[config.mk]
export PLATFORM = sky130hd
export DESIGN_NAME = dt_vote_accum_flat
export DESIGN_NICKNAME = d
export VERILOG_FILES = /design/src/rtl/dt_vote_accum_pkg.sv /design/src/rtl/dt_vote_accum_if.sv /design/src/rtl/dt_vote_accum_class_counter.sv /design/src/rtl/dt_vote_accum.sv /design/src/flat_wrapper.sv
export SDC_FILE = /design/constraint.sdc
export NUM_CORES = 1
export LEC_CHECK = 0
export CAP_MARGIN = 15
export CELL_PAD_IN_SITES_DETAIL_PLACEMENT = 1
export CELL_PAD_IN_SITES_GLOBAL_PLACEMENT = 1
export CORE_MARGIN = 1
export CORE_UTILIZATION = 43
export CTS_CLUSTER_SIZE = 25
export DETAILED_ROUTE_END_ITERATION = 16
export MAX_ROUTING_LAYER = met4
export PLACE_DENSITY_LB_ADDON = 0.3
export SYNTH_ARGS = -nofsm -noshare
export SYNTH_HDL_FRONTEND = slang
export SYNTH_SLANG_ARGS = --single-unit
[constraint.sdc]
create_clock -name clk -period 4.1 [get_ports clk]
set_input_delay 0.82 -clock clk [delete_from_list [all_inputs] [get_ports clk]]
set_output_delay 0.82 -clock clk [all_outputs]
set_load 0.01 [all_outputs]
[src/rtl/dt_vote_accum_pkg.sv]
// Shared definitions for the decision-tree classifier back end.
package dt_pkg;
  localparam int NUM_CLASSES = 18;
  localparam int IDX_W       = $clog2(NUM_CLASSES);

  typedef logic [NUM_CLASSES-1:0] class_vec_t;
  typedef logic [IDX_W-1:0]       class_idx_t;

  typedef enum logic [1:0] {
    ACCUM = 2'd0,
    SCAN  = 2'd1,
    OUT   = 2'd2
  } state_e;

  // Width needed to hold a count of 0..window inclusive.
  function automatic int cnt_width(input int window);
    return $clog2(window + 1);
  endfunction
endpackage

[src/rtl/dt_vote_accum_if.sv]
// Input vector and result handshakes of the vote accumulator.
interface dt_vote_accum_if #(parameter int WINDOW = 16);
  import dt_pkg::*;
  localparam int CNT_W = cnt_width(WINDOW);

  logic             in_valid;
  logic             in_ready;
  class_vec_t       in_vec;
  logic             out_valid;
  logic             out_ready;
  class_idx_t       out_class;
  logic [CNT_W-1:0] out_count;
  logic             out_tie;

  // Upstream classifier and downstream readout side.
  modport master (
    output in_valid, in_vec, out_ready,
    input  in_ready, out_valid, out_class, out_count, out_tie
  );

  // Accumulator side.
  modport slave (
    input  in_valid, in_vec, out_ready,
    output in_ready, out_valid, out_class, out_count, out_tie
  );
endinterface

[src/rtl/dt_vote_accum_class_counter.sv]
// Per-class hit counter, saturating at MAX, with synchronous clear.
module dt_class_counter #(
  parameter int CNT_W = 5,
  parameter int MAX   = 16
) (
  input  logic             clk,
  input  logic             rst,
  input  logic             inc,
  input  logic             clr,
  output logic [CNT_W-1:0] cnt
);
  localparam logic [CNT_W-1:0] CNT_MAX = CNT_W'(MAX);

  // Clear wins over increment; the saturation guard should never trigger
  // because a window holds at most MAX samples.
  always_ff @(posedge clk or posedge rst) begin
    if (rst)                         cnt <= '0;
    else if (clr)                    cnt <= '0;
    else if (inc && cnt != CNT_MAX)  cnt <= cnt + 1'b1;
  end
endmodule

[src/rtl/dt_vote_accum.sv]
// Accumulates per-class votes over WINDOW samples, then scans the counters
// one class per cycle for the argmax and presents it on a valid/ready port.
module dt_vote_accum
  import dt_pkg::*;
#(
  parameter int WINDOW = 16
) (
  input  logic          clk,
  input  logic          rst,
  dt_vote_accum_if.slave bus
);
  localparam int               CNT_W    = cnt_width(WINDOW);
  localparam class_idx_t       LAST_IDX = class_idx_t'(NUM_CLASSES - 1);
  localparam logic [CNT_W-1:0] WIN_LAST = CNT_W'(WINDOW - 1);

  state_e                             state, next_state;
  logic                               in_ready, out_valid;
  logic                               accept, deliver, last_sample, scan_last;
  logic [CNT_W-1:0]                   sample_cnt;
  logic [NUM_CLASSES-1:0][CNT_W-1:0]  cnt;
  class_idx_t                         idx;
  logic [CNT_W-1:0]                   cur;

  class_idx_t                         best, nbest;
  logic [CNT_W-1:0]                   best_cnt, nbest_cnt;
  logic                               tie, ntie;

  class_idx_t                         out_class;
  logic [CNT_W-1:0]                   out_count;
  logic                               out_tie;

  assign accept      = bus.in_valid && in_ready;
  assign deliver     = out_valid && bus.out_ready;
  assign last_sample = accept && (sample_cnt == WIN_LAST);
  assign scan_last   = (state == SCAN) && (idx == LAST_IDX);

  // Per-class counters.
  for (genvar g = 0; g < NUM_CLASSES; g++) begin : g_cnt
    dt_class_counter #(.CNT_W(CNT_W), .MAX(WINDOW)) u_cnt (
      .clk (clk),
      .rst (rst),
      .inc (accept && bus.in_vec[g]),
      .clr (deliver),
      .cnt (cnt[g])
    );
  end

  // FSM state register.
  always_ff @(posedge clk or posedge rst) begin
    if (rst) state <= ACCUM;
    else     state <= next_state;
  end

  // FSM next-state logic.
  always_comb begin
    next_state = state;
    case (state)
      ACCUM:   if (last_sample)   next_state = SCAN;
      SCAN:    if (scan_last)     next_state = OUT;
      OUT:     if (bus.out_ready) next_state = ACCUM;
      default:                    next_state = ACCUM;
    endcase
  end

  // FSM outputs: handshake flags follow the state directly.
  always_comb begin
    in_ready  = 1'b0;
    out_valid = 1'b0;
    case (state)
      ACCUM:   in_ready  = 1'b1;
      OUT:     out_valid = 1'b1;
      default: ;
    endcase
  end

  // Samples taken in the current window; an all-zero vector still counts.
  always_ff @(posedge clk or posedge rst) begin
    if (rst)          sample_cnt <= '0;
    else if (deliver) sample_cnt <= '0;
    else if (accept)  sample_cnt <= sample_cnt + 1'b1;
  end

  // Scan index walks 0..NUM_CLASSES-1 while scanning, parked at 0 otherwise.
  always_ff @(posedge clk or posedge rst) begin
    if (rst)                            idx <= '0;
    else if (state == SCAN && !scan_last) idx <= idx + 1'b1;
    else                                idx <= '0;
  end

  // Counter read mux plus one argmax step; lower index wins ties.
  always_comb begin
    cur       = cnt[idx];
    nbest     = best;
    nbest_cnt = best_cnt;
    ntie      = tie;
    if (cur > best_cnt) begin
      nbest     = idx;
      nbest_cnt = cur;
      ntie      = 1'b0;
    end else if (cur == best_cnt && best_cnt != '0) begin
      ntie      = 1'b1;
    end
  end

  // Running argmax, reset when a new scan starts.
  always_ff @(posedge clk or posedge rst) begin
    if (rst) begin
      best     <= '0;
      best_cnt <= '0;
      tie      <= 1'b0;
    end else if (last_sample) begin
      best     <= '0;
      best_cnt <= '0;
      tie      <= 1'b0;
    end else if (state == SCAN) begin
      best     <= nbest;
      best_cnt <= nbest_cnt;
      tie      <= ntie;
    end
  end

  // Result registers load only on OUT entry, so they hold across later windows.
  always_ff @(posedge clk or posedge rst) begin
    if (rst) begin
      out_class <= '0;
      out_count <= '0;
      out_tie   <= 1'b0;
    end else if (scan_last) begin
      out_class <= nbest;
      out_count <= nbest_cnt;
      out_tie   <= ntie;
    end
  end

  assign bus.in_ready  = in_ready;
  assign bus.out_valid = out_valid;
  assign bus.out_class = out_class;
  assign bus.out_count = out_count;
  assign bus.out_tie   = out_tie;
endmodule

[src/flat_wrapper.sv]
// flat-port wrapper written by rule: the top's interface ports become plain ports
module dt_vote_accum_flat import dt_pkg::*;
#(
  parameter int WINDOW = 16
)
  (clk, rst, bus_in_valid, bus_in_vec, bus_out_ready, bus_in_ready, bus_out_valid, bus_out_class, bus_out_count, bus_out_tie);
  dt_vote_accum_if #(.WINDOW(WINDOW)) bus_i ();
  input  logic clk;
  input  logic rst;
  input wire logic [$bits(bus_i.in_valid)-1:0] bus_in_valid;
  input wire logic [$bits(bus_i.in_vec)-1:0] bus_in_vec;
  input wire logic [$bits(bus_i.out_ready)-1:0] bus_out_ready;
  output wire logic [$bits(bus_i.in_ready)-1:0] bus_in_ready;
  output wire logic [$bits(bus_i.out_valid)-1:0] bus_out_valid;
  output wire logic [$bits(bus_i.out_class)-1:0] bus_out_class;
  output wire logic [$bits(bus_i.out_count)-1:0] bus_out_count;
  output wire logic [$bits(bus_i.out_tie)-1:0] bus_out_tie;
  assign bus_i.in_valid = bus_in_valid;
  assign bus_i.in_vec = bus_in_vec;
  assign bus_i.out_ready = bus_out_ready;
  assign bus_in_ready = bus_i.in_ready;
  assign bus_out_valid = bus_i.out_valid;
  assign bus_out_class = bus_i.out_class;
  assign bus_out_count = bus_i.out_count;
  assign bus_out_tie = bus_i.out_tie;
  dt_vote_accum #(.WINDOW(WINDOW)) u_core (.clk(clk), .rst(rst), .bus(bus_i));
endmodule
==> run_results.csv, run 1 <==
group,metric,value,unit
status,status,"finished, final reports clean",
synth,syn_avg_cell_area,9.87,um2
timing,tns,0,ns
timing,finalCritPeriodShare,87.3,%
floorplanning,num_rows,46,
synth,syn_inst,727,
floorplanning,die_x,131,um
placed_design,gp_congestion,0.914,
floorplanning,io_pins,35,
flow_run,drv_cap,0,
layout,drive_gt1_share,7.62,%
placed_design,dp_hpwl,13100,um
clock_network,path_clk_slew,0.05,ns
synth,synth_edf_count,0,
timing,hold-worst-slack,0.491,ns
synth,ys_types,46,
clock_network,clock-sinks,124,
route,num_vias,5451,
timing,worst_pin_slew,0.948,ns
timing,max_freq,280,MHz
clock_network,cts_max_level,4,
layout,fin_nets,828,
layout,final_util,51.9,%
global_routing,antenna_found_initial,0,
timing,rsz0062_at_grt,"false",
floorplanning,dieArea,17200,um2
placed_design,io_buffers,34,
route,drt_iter0_markers,214,
layout,area_growth,16.2,%
synth,ys.warnings.count,0,
critical_path,cp-start-kind,"flip-flop",
synth,synth_ff_type,"dfrtp_1",
pwr,vdd_drop_max,343,uV
min_path,hp-start,"u_core.sample_cnt[4]$_DFFE_PP0P_",
clock_network,cts_buffers,17,
clock_network,cts-root-buf,"clkbuf_16",
layout,fillCellCount,1775,
clock_network,clock_path_buffers,2,
critical_path,end_kind,"flip-flop",
layout,diodes,0,
timing,relSlewSlack,36.1,%
placed_design,dp_slack,0.395,ns
global_routing,grt_pass1_wl,30900,um
floorplanning,coreArea,16100,um2
global_routing,grt_usage,23.6,%
synth,synthArstFlopShare,100,%
global_routing,grt_max_degree,54,
critical_path,startpoint,"u_core.idx[2]$_DFF_PP0_",
critical_path,r2r_slack,0.52,ns
synth,yosysSeqAreaShare,43.3,%
critical_path,cp_max_fo,17,
timing,finClkSkew,0.00684,ns
floorplanning,start_util,44.7,%
global_routing,overflow,0,
clock_network,cts_tree,"built",
route,drc,0,
clock_network,clk_latency,0.42,ns
timing,setup_violations,0,
timing,drv_slew,0,
synth,syn-cell-area,7170,um2
synth,syn_nets,794,
route,drt_wl_total,18500,um
route,routedWlPerCell,18.7,um
timing,layout_min_cycle_time,3.58,ns
pwr,leakagePower,3.73,nW
critical_path,reg2reg_from,"u_core.idx[2]$_DFF_PP0_",
critical_path,crit_arrival,3.92,ns
floorplanning,fp.dieH,131,um
route,drtPass1Iterations,4,
timing,hold_viol,0,
critical_path,worst-setup-path-type,"flip-flop to flip-flop",
timing,final.setup.worst_slack,0.522,ns
pwr,p_per_area,739,nW/um2
min_path,hp-class,"flip-flop to flip-flop",
route,final_antenna_net_count,0,
route,routed_via_density,5.51,
critical_path,crit_required,4.44,ns
synth,synth-seq-cells,124,
pwr,p_total,6.16,mW
global_routing,grt_pass1_vias,6016,
[worst max-delay path, stage by stage (launching register included)]
cell     delay (ns)
dfrtp_1        0.70
nor2b_1        0.37
nand2_1        0.11
a41oi_1        0.36
o21ai_0        0.21
ha_1           0.36
o21ai_0        0.08
a21oi_1        0.20
o22ai_1        0.27
nor3_2         0.58
mux2i_1        0.25
[path summary, 6_finish.rpt]
path / to / cells after the start
min in group asynchronous: u_core.bus.out_count[1]$_DFFE_PP0P_ / 2
min: u_core.sample_cnt[4]$_DFFE_PP0P_ / 2
min reg2reg: u_core.sample_cnt[4]$_DFFE_PP0P_ / 2
max reg2reg: u_core.best_cnt[0]$_DFFE_PP0P_ / 10
max in group asynchronous: u_core.idx[0]$_DFF_PP0_ / 3
max: u_core.best_cnt[0]$_DFFE_PP0P_ / 10
[final cells by class]
class	instances	area (um2)	share of cell area (%)
Tap cell	216	270	3.24
Sequential cell	124	3110	37.3
Timing Repair Buffer	45	448	5.38
Clock inverter	8	115	1.38
Multi-Input combinational cell	528	3750	45.0
Inverter	45	173	2.07
Clock buffer	24	472	5.66
[sequential cells by signal, indices dropped and copies added (netlist names)]
register                count
u_core.sample_cnt           5
u_core.best_cnt             5
u_core.g_cnt.u_cnt.cnt     90
u_core.bus.out_count        5
u_core.bus.out_class        5
u_core.best                 5
u_core.tie                  1
u_core.idx                  5
u_core.state                2
u_core.bus.out_tie          1
[cell usage after synthesis, types with 7 or more instances]
library cell / number / area, um2
buf_2: 18 / 90.1
nand3_1: 31 / 155
nor2b_1: 7 / 43.8
mux2i_1: 59 / 591
ha_1: 45 / 563
and3_1: 23 / 144
nand4bb_1: 7 / 78.8
dfrtp_1: 124 / 3100
a22oi_1: 13 / 97.6
o21ai_0: 11 / 55.1
inv_1: 45 / 169
nand4_1: 23 / 144
xnor2_1: 20 / 175
nand2_1: 48 / 180
xor2_1: 58 / 508
nor2_1: 113 / 424
[cells by family (layout without fill, tap and decap cells)]
family / Yosys count / count (layout) / synth area share (%)
AO/OA/AOI/OAI: 78 / 78 / 8.41
buffers and inverters: 75 / 122 / 4.57
adder cells (fa/ha/maj): 45 / 45 / 7.85
multiplexers: 59 / 59 / 8.23
flip-flops: 124 / 124 / 43.3
XOR/XNOR: 78 / 78 / 9.52
AND/OR/NAND/NOR: 268 / 268 / 18.2
[stage by stage]
stage | instances | area (um2)
finish | 990 | 8330
CTS | 990 | 8330
global placement | 958 | 7740
detailed placement | 958 | 7740
floorplan | 727 | 7180
global route | 990 | 8330
[where the power goes]
part           internal (mW)  switching (mW)  leakage (nW)
registers               1.72           0.716          1.53
logic                  0.982            1.22          1.91
clock network          0.982           0.537         0.292
[metal layers]
| layer | wire length (um) | global-route usage, % | share of wire (%) | up-vias |
|---|---|---|---|---|
| met5 | 0 | - | 0 | - |
| met4 | 448 | 9.67 | 2.4 | 0 |
| met3 | 471 | 4.13 | 2.5 | 36 |
| met2 | 8980 | 38.7 | 49 | 74 |
| met1 | 8590 | 28.6 | 46 | 2776 |
| li1 | - | - | - | 2565 |
[placed cells by master (no fill, tap or decap), types with 3 or more instances in the layout]
| cell | n |
|---|---|
| dfrtp_1 | 122 |
| a31oi_1 | 4 |
| xor2_1 | 58 |
| nand4_1 | 23 |
| nand2_1 | 48 |
| a31o_2 | 3 |
| inv_1 | 44 |
| mux2i_1 | 59 |
| a21o_1 | 4 |
| a211oi_1 | 5 |
| o311a_1 | 4 |
| a41oi_1 | 3 |
| a21oi_1 | 5 |
| nand4bb_1 | 7 |
| nand2b_1 | 6 |
| bufinv_16 | 3 |
| o211ai_1 | 4 |
| nor2b_1 | 7 |
| nor2_1 | 113 |
| clkdlybuf4s50_1 | 34 |
| nand3_1 | 31 |
| xnor2_1 | 20 |
| a22o_1 | 6 |
| a22oi_1 | 13 |
| buf_4 | 9 |
| o221a_2 | 4 |
| clkinv_2 | 5 |
| o311a_2 | 5 |
| and3_1 | 23 |
| ha_1 | 45 |
| o21ai_0 | 11 |
| clkbuf_1 | 5 |
| clkbuf_16 | 17 |
[timing repair]
item / in CTS / in global routing
buffers inserted: 0 / 0
gates resized for setup: 0 / 1
hold buffers: 0 / 0
setup endpoints to repair: 0 / 1
(Power assumes the default switching activity.)
==> run 2: changes to the inputs <==
==> constraint.sdc (replaced) <==
create_clock -name clk -period 3.1 [get_ports clk]
set_input_delay 0.62 -clock clk [delete_from_list [all_inputs] [get_ports clk]]
set_output_delay 0.62 -clock clk [all_outputs]
set_load 0.01 [all_outputs]
==> run 2 against run 1 <==
  * Sequential power grew 32%
  * Design area grew 4.1%
  * Clock skew shrank 0.0019 ns
  * Routed wire length grew 2.9%
  * Via count grew 2.4%
  * Count of clock-buffer cells in the layout grew 2
  * Largest power group is now combinational logic
  * First-iteration DRC count grew 33%
==> run_results.csv, run 2 (synthesis results as in run 1) <==
group,metric,value,unit
clock_network,cts-root-buf,"clkbuf_16",
placed_design,dp_slack,-0.114,ns
critical_path,cp_slowest_cell,"or4b_4",
layout,area_growth,20.9,%
layout,fin_nets,852,
placed_design,place_area,7950,um2
floorplanning,io_pins,35,
timing,hold_viol,0,
clock_network,cts_buffers,17,
route,drtPass1Iterations,4,
global_routing,grt_usage,24.5,%
timing,drv_slew,0,
timing,finClkSkew,0.00492,ns
placed_design,gp_congestion,0.865,
global_routing,antenna_found_initial,0,
flow_run,drv_cap,0,
critical_path,r2r_slack,0.15,ns
critical_path,reg2reg_from,"u_core.idx[1]$_DFF_PP0_",
floorplanning,die_x,131,um
floorplanning,fp.dieH,131,um
min_path,hp-start,"u_core.sample_cnt[4]$_DFFE_PP0P_",
route,routed_via_density,5.51,
clock_network,path_clk_slew,0.05,ns
pwr,vdd_drop_max,482,uV
layout,design_area,8670,um2
global_routing,grt_pass1_wl,32300,um
critical_path,crit_family,"compound AO/OA/AOI/OAI gates",
route,routedWlPerCell,18.8,um
timing,finalCritPeriodShare,95.2,%
timing,tns,0,ns
clock_network,clock-sinks,124,
route,drt_wl_total,19000,um
placed_design,dp_hpwl,13100,um
timing,layout_min_cycle_time,2.95,ns
timing,relSlewSlack,41.5,%
critical_path,end_kind,"flip-flop",
critical_path,cp_max_fo,15,
layout,layout.cells.most_common,"dfrtp_1",
clock_network,clk_latency,0.42,ns
critical_path,slowest_delay,0.52,ns
global_routing,grt_max_degree,71,
timing,hold-worst-slack,0.487,ns
layout,final_cell_mix,"dfrtp_1, nor2_1, mux2i_1",
timing,final.setup.worst_slack,0.149,ns
critical_path,crit_required,3.40,ns
layout,drive_gt1_share,12.3,%
critical_path,timing.rr.end,"u_core.best[1]$_DFFE_PP0P_",
timing,worst_pin_slew,0.868,ns
pwr,p_per_area,1010,nW/um2
clock_network,clock_path_buffers,2,
floorplanning,dieArea,17200,um2
critical_path,cp-start-kind,"flip-flop",
floorplanning,start_util,44.7,%
clock_network,cts_tree,"built",
global_routing,overflow,0,
route,drc,0,
pwr,leakagePower,3.90,nW
status,status,"finished, final reports clean",
global_routing,grt_pass1_vias,6178,
min_path,hp-class,"flip-flop to flip-flop",
critical_path,crit_chain,"buf_12 -> or4b_4 -> nor2_1 -> a41oi_1 -> o21ai_1 -> ha_1 -> o21ai_1 -> a21oi_1 -> o22ai_2 -> nor3_2 -> buf_4 -> a22o_1",
layout,largest_register_ffs,90,
min_path,holdPathEnd,"u_core.sample_cnt[4]$_DFFE_PP0P_",
min_path,hold_depth,2,
route,num_vias,5583,
timing,max_freq,339,MHz
floorplanning,coreArea,16100,um2
critical_path,critPathMostFrequentCell,"o21ai_1",
critical_path,r2r.worst_path.cells,12,
layout,diodes,0,
layout,largest-register,"u_core.g_cnt.u_cnt.cnt",
placed_design,io_buffers,34,
clock_network,ctsHoldBuffers,0,
critical_path,worst-setup-path-type,"flip-flop to flip-flop",
critical_path,critPathBufInv,2,
critical_path,crit_arrival,3.25,ns
clock_network,cts_max_level,4,
layout,final_util,54.0,%
floorplanning,num_rows,46,
route,final_antenna_net_count,0,
critical_path,cp_num_cells,12,
timing,setup_violations,0,
route,drt_iter0_markers,284,
## run 2: changes by cell type in the layout (fill, tap and decap cells not counted), moves of 2 or more
cell / before / now
nor2b_1: 7 / 5
o21ai_0: 11 / 7
buf_12: 2 / 6
o21ai_2: 0 / 2
clkinv_2: 5 / 2
nor2b_2: 0 / 2
o21ai_1: 1 / 3
a211oi_1: 5 / 3
a211oi_2: 0 / 2
clkbuf_8: 2 / 5
buf_4: 9 / 29
## run 2: stage by stage
step / total power [mW] / std cells
floorplan: 5.14 / 727
global placement: 6.05 / 978
detailed placement: 6.35 / 978
CTS: 8.65 / 1010
global route: 9.32 / 1014
finish: 8.72 / 1014
## run 2: layout make-up
| cell class | count | area [um2] |
|---|---|---|
| clock buffer | 26 | 509 |
| clock inverter | 6 | 130 |
| fill | 1744 | 7380 |
| inverter | 45 | 173 |
| multi-input combinational | 528 | 3810 |
| sequential | 124 | 3110 |
| tap | 216 | 270 |
| timing repair buffer | 69 | 678 |
## run 2: repair_timing
item / CTS / global route
cloned: 0 / 0
gates resized for setup: 2 / 17
pin swaps: 0 / 6
endpoints found under the setup margin: 14 / 22
setup buffers: 0 / 4
## run 2: routing by layer
metal  GRT usage [%]  share of wire, %  up-vias
li1                -                 -     2619
met1            30.9                45     2871
met2            40.0                50       71
met3            3.70               3.1       22
met4            8.63               1.4        0
met5               -                 0        -
## run 2: worst max-delay path by stage
| stage | slack [ns] | startpoint | end |
|---|---|---|---|
| after floorplan | 0.34 | u_core.idx[0]$_DFF_PP0_ | u_core.best_cnt[0]$_DFFE_PP0P_ |
| after global placement | -0.002 | u_core.idx[2]$_DFF_PP0_ | u_core.best[1]$_DFFE_PP0P_ |
| after detailed placement | -0.11 | u_core.idx[2]$_DFF_PP0_ | u_core.best[1]$_DFFE_PP0P_ |
| after CTS | 0.03 | u_core.idx[1]$_DFF_PP0_ | u_core.best_cnt[3]$_DFFE_PP0P_ |
| after global routing | -0.03 | u_core.idx[0]$_DFF_PP0_ | u_core.bus.out_class[3]$_DFFE_PP0P_ |
| final | 0.15 | u_core.idx[1]$_DFF_PP0_ | u_core.best[1]$_DFFE_PP0P_ |
## run 2: where the power goes
group,leakage [nW],total [mW],internal (mW),switching [mW]
Sequential,1.53,3.22,2.28,0.939
Combinational,2.06,3.35,1.56,1.79
Clock,0.315,2.16,1.45,0.707
## run 2: worst reg2reg max path, cell delays in order, from the launching register on
cell,delay (ns)
dfrtp_2,0.44
buf_12,0.16
or4b_4,0.53
nor2_1,0.13
a41oi_1,0.07
o21ai_1,0.18
ha_1,0.30
o21ai_1,0.14
a21oi_1,0.09
o22ai_2,0.31
nor3_2,0.06
buf_4,0.18
a22o_1,0.24
==> run 3: changes to the inputs <==
--- a/config.mk
+++ b/config.mk
@@ -5,11 +5,13 @@
 export SDC_FILE = /design/constraint.sdc
 export NUM_CORES = 1
 export LEC_CHECK = 0
+export ABC_AREA = 1
 export CAP_MARGIN = 15
 export CELL_PAD_IN_SITES_DETAIL_PLACEMENT = 1
 export CELL_PAD_IN_SITES_GLOBAL_PLACEMENT = 1
 export CORE_MARGIN = 1
-export CORE_UTILIZATION = 43
+export CORE_UTILIZATION = 42
+export CTS_BUF_LIST = sky130_fd_sc_hd__clkbuf_4 sky130_fd_sc_hd__clkbuf_8 sky130_fd_sc_hd__clkbuf_16
 export CTS_CLUSTER_SIZE = 25
 export DETAILED_ROUTE_END_ITERATION = 16
 export MAX_ROUTING_LAYER = met4
==> run 3 against run 2 <==
  * Die area increased by 9.4%
  * Worst hold slack lost 0.0042 ns
  * Sequential cell count unchanged
  * Design area increased by 3.3%
  * Critical path depth up 4
  * Clock power down 2%
  * Non-clock buffer count decreased by 16
  * Critical endpoint is now u_core.best[2]$_DFFE_PP0P_
==> run_results.csv, run 3 <==
group,metric,value,unit
synth,synth_common_cells,"nand2_1, dfrtp_1, inv_1",
layout,fillCellCount,2187,
timing,rsz0062_at_grt,"false",
layout,area_growth,16.7,%
status,status,"finished, final reports clean",
floorplanning,io_pins,35,
critical_path,crit_required,3.40,ns
critical_path,startpoint,"u_core.idx[0]$_DFF_PP0_",
timing,relSlewSlack,64.9,%
route,drc,0,
clock_network,cts-root-buf,"clkbuf_16",
min_path,hold_depth,2,
timing,tns,0,ns
layout,multi_input_area,3840,um2
clock_network,cts_tree,"built",
critical_path,reg2reg_from,"u_core.idx[0]$_DFF_PP0_",
timing,final.setup.worst_slack,0.170,ns
floorplanning,fp.dieH,137,um
clock_network,clk_latency,0.43,ns
floorplanning,dieArea,18800,um2
critical_path,crit_arrival,3.23,ns
layout,diodes,0,
clock_network,cts_buffers,17,
synth,synth_most_common_cell,"nand2_1",
timing,worst_pin_slew,0.526,ns
critical_path,cp_max_fo,22,
global_routing,grt_pass1_wl,34000,um
route,routed_via_density,5.21,
pwr,p_per_area,1070,nW/um2
placed_design,io_buffers,34,
timing,drv_slew,0,
synth,yosysTopAreaCell,"dfrtp_1",
floorplanning,start_util,42.7,%
timing,layout_min_cycle_time,2.93,ns
pwr,vdd_drop_max,544,uV
floorplanning,coreArea,18000,um2
synth,syn_avg_cell_area,8.00,um2
timing,finalCritPeriodShare,94.5,%
clock_network,cts_max_level,4,
route,drt_wl_total,20400,um
synth,synth-seq-cells,124,
floorplanning,num_rows,49,
clock_network,clock_path_buffers,2,
layout,largest-register,"u_core.g_cnt.u_cnt.cnt",
timing,hold_viol,0,
global_routing,grt_usage,24.4,%
critical_path,r2r_slack,0.17,ns
critical_path,worst-setup-path-type,"flip-flop to flip-flop",
critical_path,end_kind,"flip-flop",
synth,synth_ff_type,"dfrtp_1",
synth,synthArstFlopShare,100,%
global_routing,grt_pass1_vias,6829,
global_routing,grt_max_degree,42,
critical_path,cp-start-kind,"flip-flop",
route,drtPass1Iterations,5,
placed_design,dp_hpwl,14400,um
layout,final_cell_mix,"nand2_1, dfrtp_1, inv_1",
min_path,hp-start,"u_core.bus.out_class[2]$_DFFE_PP0P_",
synth,yosysSeqAreaShare,40.4,%
route,drt_iter0_markers,248,
layout,regArea,3100,um2
route,final_antenna_net_count,0,
synth,syn-cell-area,7670,um2
synth,netlist.area_leader.share,40.4,%
synth,ys_types,33,
synth,syn_nets,1026,
min_path,hp-class,"flip-flop to flip-flop",
flow_run,drv_cap,0,
layout,fin_nets,1069,
global_routing,overflow,0,
synth,syn_inst,959,
timing,finClkSkew,0.0137,ns
critical_path,r2r.worst_path.cells,16,
floorplanning,die_x,137,um
synth,ys.warnings.count,0,
synth,synth.area.top_cells,"dfrtp_1, nand2_1, ha_1",
clock_network,clock-sinks,124,
placed_design,dp_slack,0.214,ns
layout,layout.cells.most_common,"nand2_1",
placed_design,gp_congestion,0.817,
global_routing,antenna_found_initial,0,
clock_network,path_clk_slew,0.06,ns
pwr,leakagePower,4.43,nW
synth,synth_edf_count,0,
layout,drive_gt1_share,14.1,%
timing,max_freq,341,MHz
layout,largest_register_ffs,90,
route,num_vias,6485,
clock_network,ctsHoldBuffers,0,
timing,setup_violations,0,
route,routedWlPerCell,16.4,um
[run 3: changes by cell type after synthesis, sizes merged, moves of 23 or more]
cell / previous run / this run
a21oi: 5 / 57
nand2: 48 / 214
nor3: 2 / 37
nand3: 31 / 115
xor2: 58 / 2
inv: 45 / 143
mux2i: 59 / 0
o21ai: 12 / 56
and3: 23 / 0
nor2: 113 / 87
[run 3: worst max-delay path: stages, from the launching register on]
cell and delay [ns]:
dfrtp_1 0.43, inv_2 0.10, buf_8 0.18, nand2_1 0.07, nand3_1 0.08, nand3_1 0.14
nand3_1 0.13, nand2_1 0.06, nand2_1 0.10, nand2_1 0.09, ha_1 0.33, a21oi_1 0.08
or2_2 0.29, nand3_1 0.14, nand2_4 0.15, o21ai_0 0.32, o22ai_1 0.12
[run 3: metrics by stage]
stage / cell area (um2) / std cells / hold WS [ns] / power (mW) / utilization, %
floorplan: 7680 / 959 / 0.446 / 6.16 / -
global placement: 8310 / 1212 / 0.466 / 7.12 / 46.3
detailed placement: 8310 / 1212 / 0.467 / 7.30 / 46.3
CTS: 8930 / 1244 / 0.486 / 9.59 / 49.7
global route: 8960 / 1244 / 0.504 / 10.5 / 49.9
finish: 8960 / 1244 / 0.483 / 9.60 / 49.9
[run 3: cell type report]
class	count	area share, %
timing repair buffer	53	6.02
clock buffer	17	4.75
inverter	143	6.37
clock inverter	15	2.19
sequential	124	34.6
tap	229	3.20
multi-input combinational	663	42.8
[run 3: logic make-up after synthesis]
kind of cell             synth area share (%)
buffers and inverters                    9.62
AND/OR/NAND/NOR                          32.3
AO/OA/AOI/OAI                            9.91
adder cells (fa/ha/maj)                  7.34
flip-flops                               40.4
XOR/XNOR                                0.342
[run 3: worst paths after layout]
| path | endpoint |
|---|---|
| max reg2reg | u_core.best[2]$_DFFE_PP0P_ |
| min reg2reg | u_core.bus.out_class[2]$_DFFE_PP0P_ |
| max in group asynchronous | u_core.g_cnt[10].u_cnt.cnt[2]$_DFFE_PP0P_ |
| min in group asynchronous | u_core.best[0]$_DFFE_PP0P_ |
| min | u_core.bus.out_class[2]$_DFFE_PP0P_ |
| max | u_core.best[2]$_DFFE_PP0P_ |
[run 3: power by group]
group	switching (mW)	internal (mW)
clock network	0.783	1.34
logic	3.07	1.53
registers	0.532	2.34
total	4.38	5.21
[run 3: per-layer routing]
| layer | track usage (%) | vias up | part of all wire [%] |
|---|---|---|---|
| li1 | - | 3220 | - |
| met1 | 30.5 | 3155 | 47 |
| met2 | 40.2 | 79 | 50 |
| met3 | 4.78 | 31 | 2.5 |
| met4 | 6.72 | 0 | 1.4 |
| met5 | - | - | 0 |
[run 3: what timing repair did]
item	4_1_cts	5_1_grt
buffers inserted	0	0
gates resized for setup	0	8
setup endpoints to repair	0	18
hold endpoints to repair	0	0
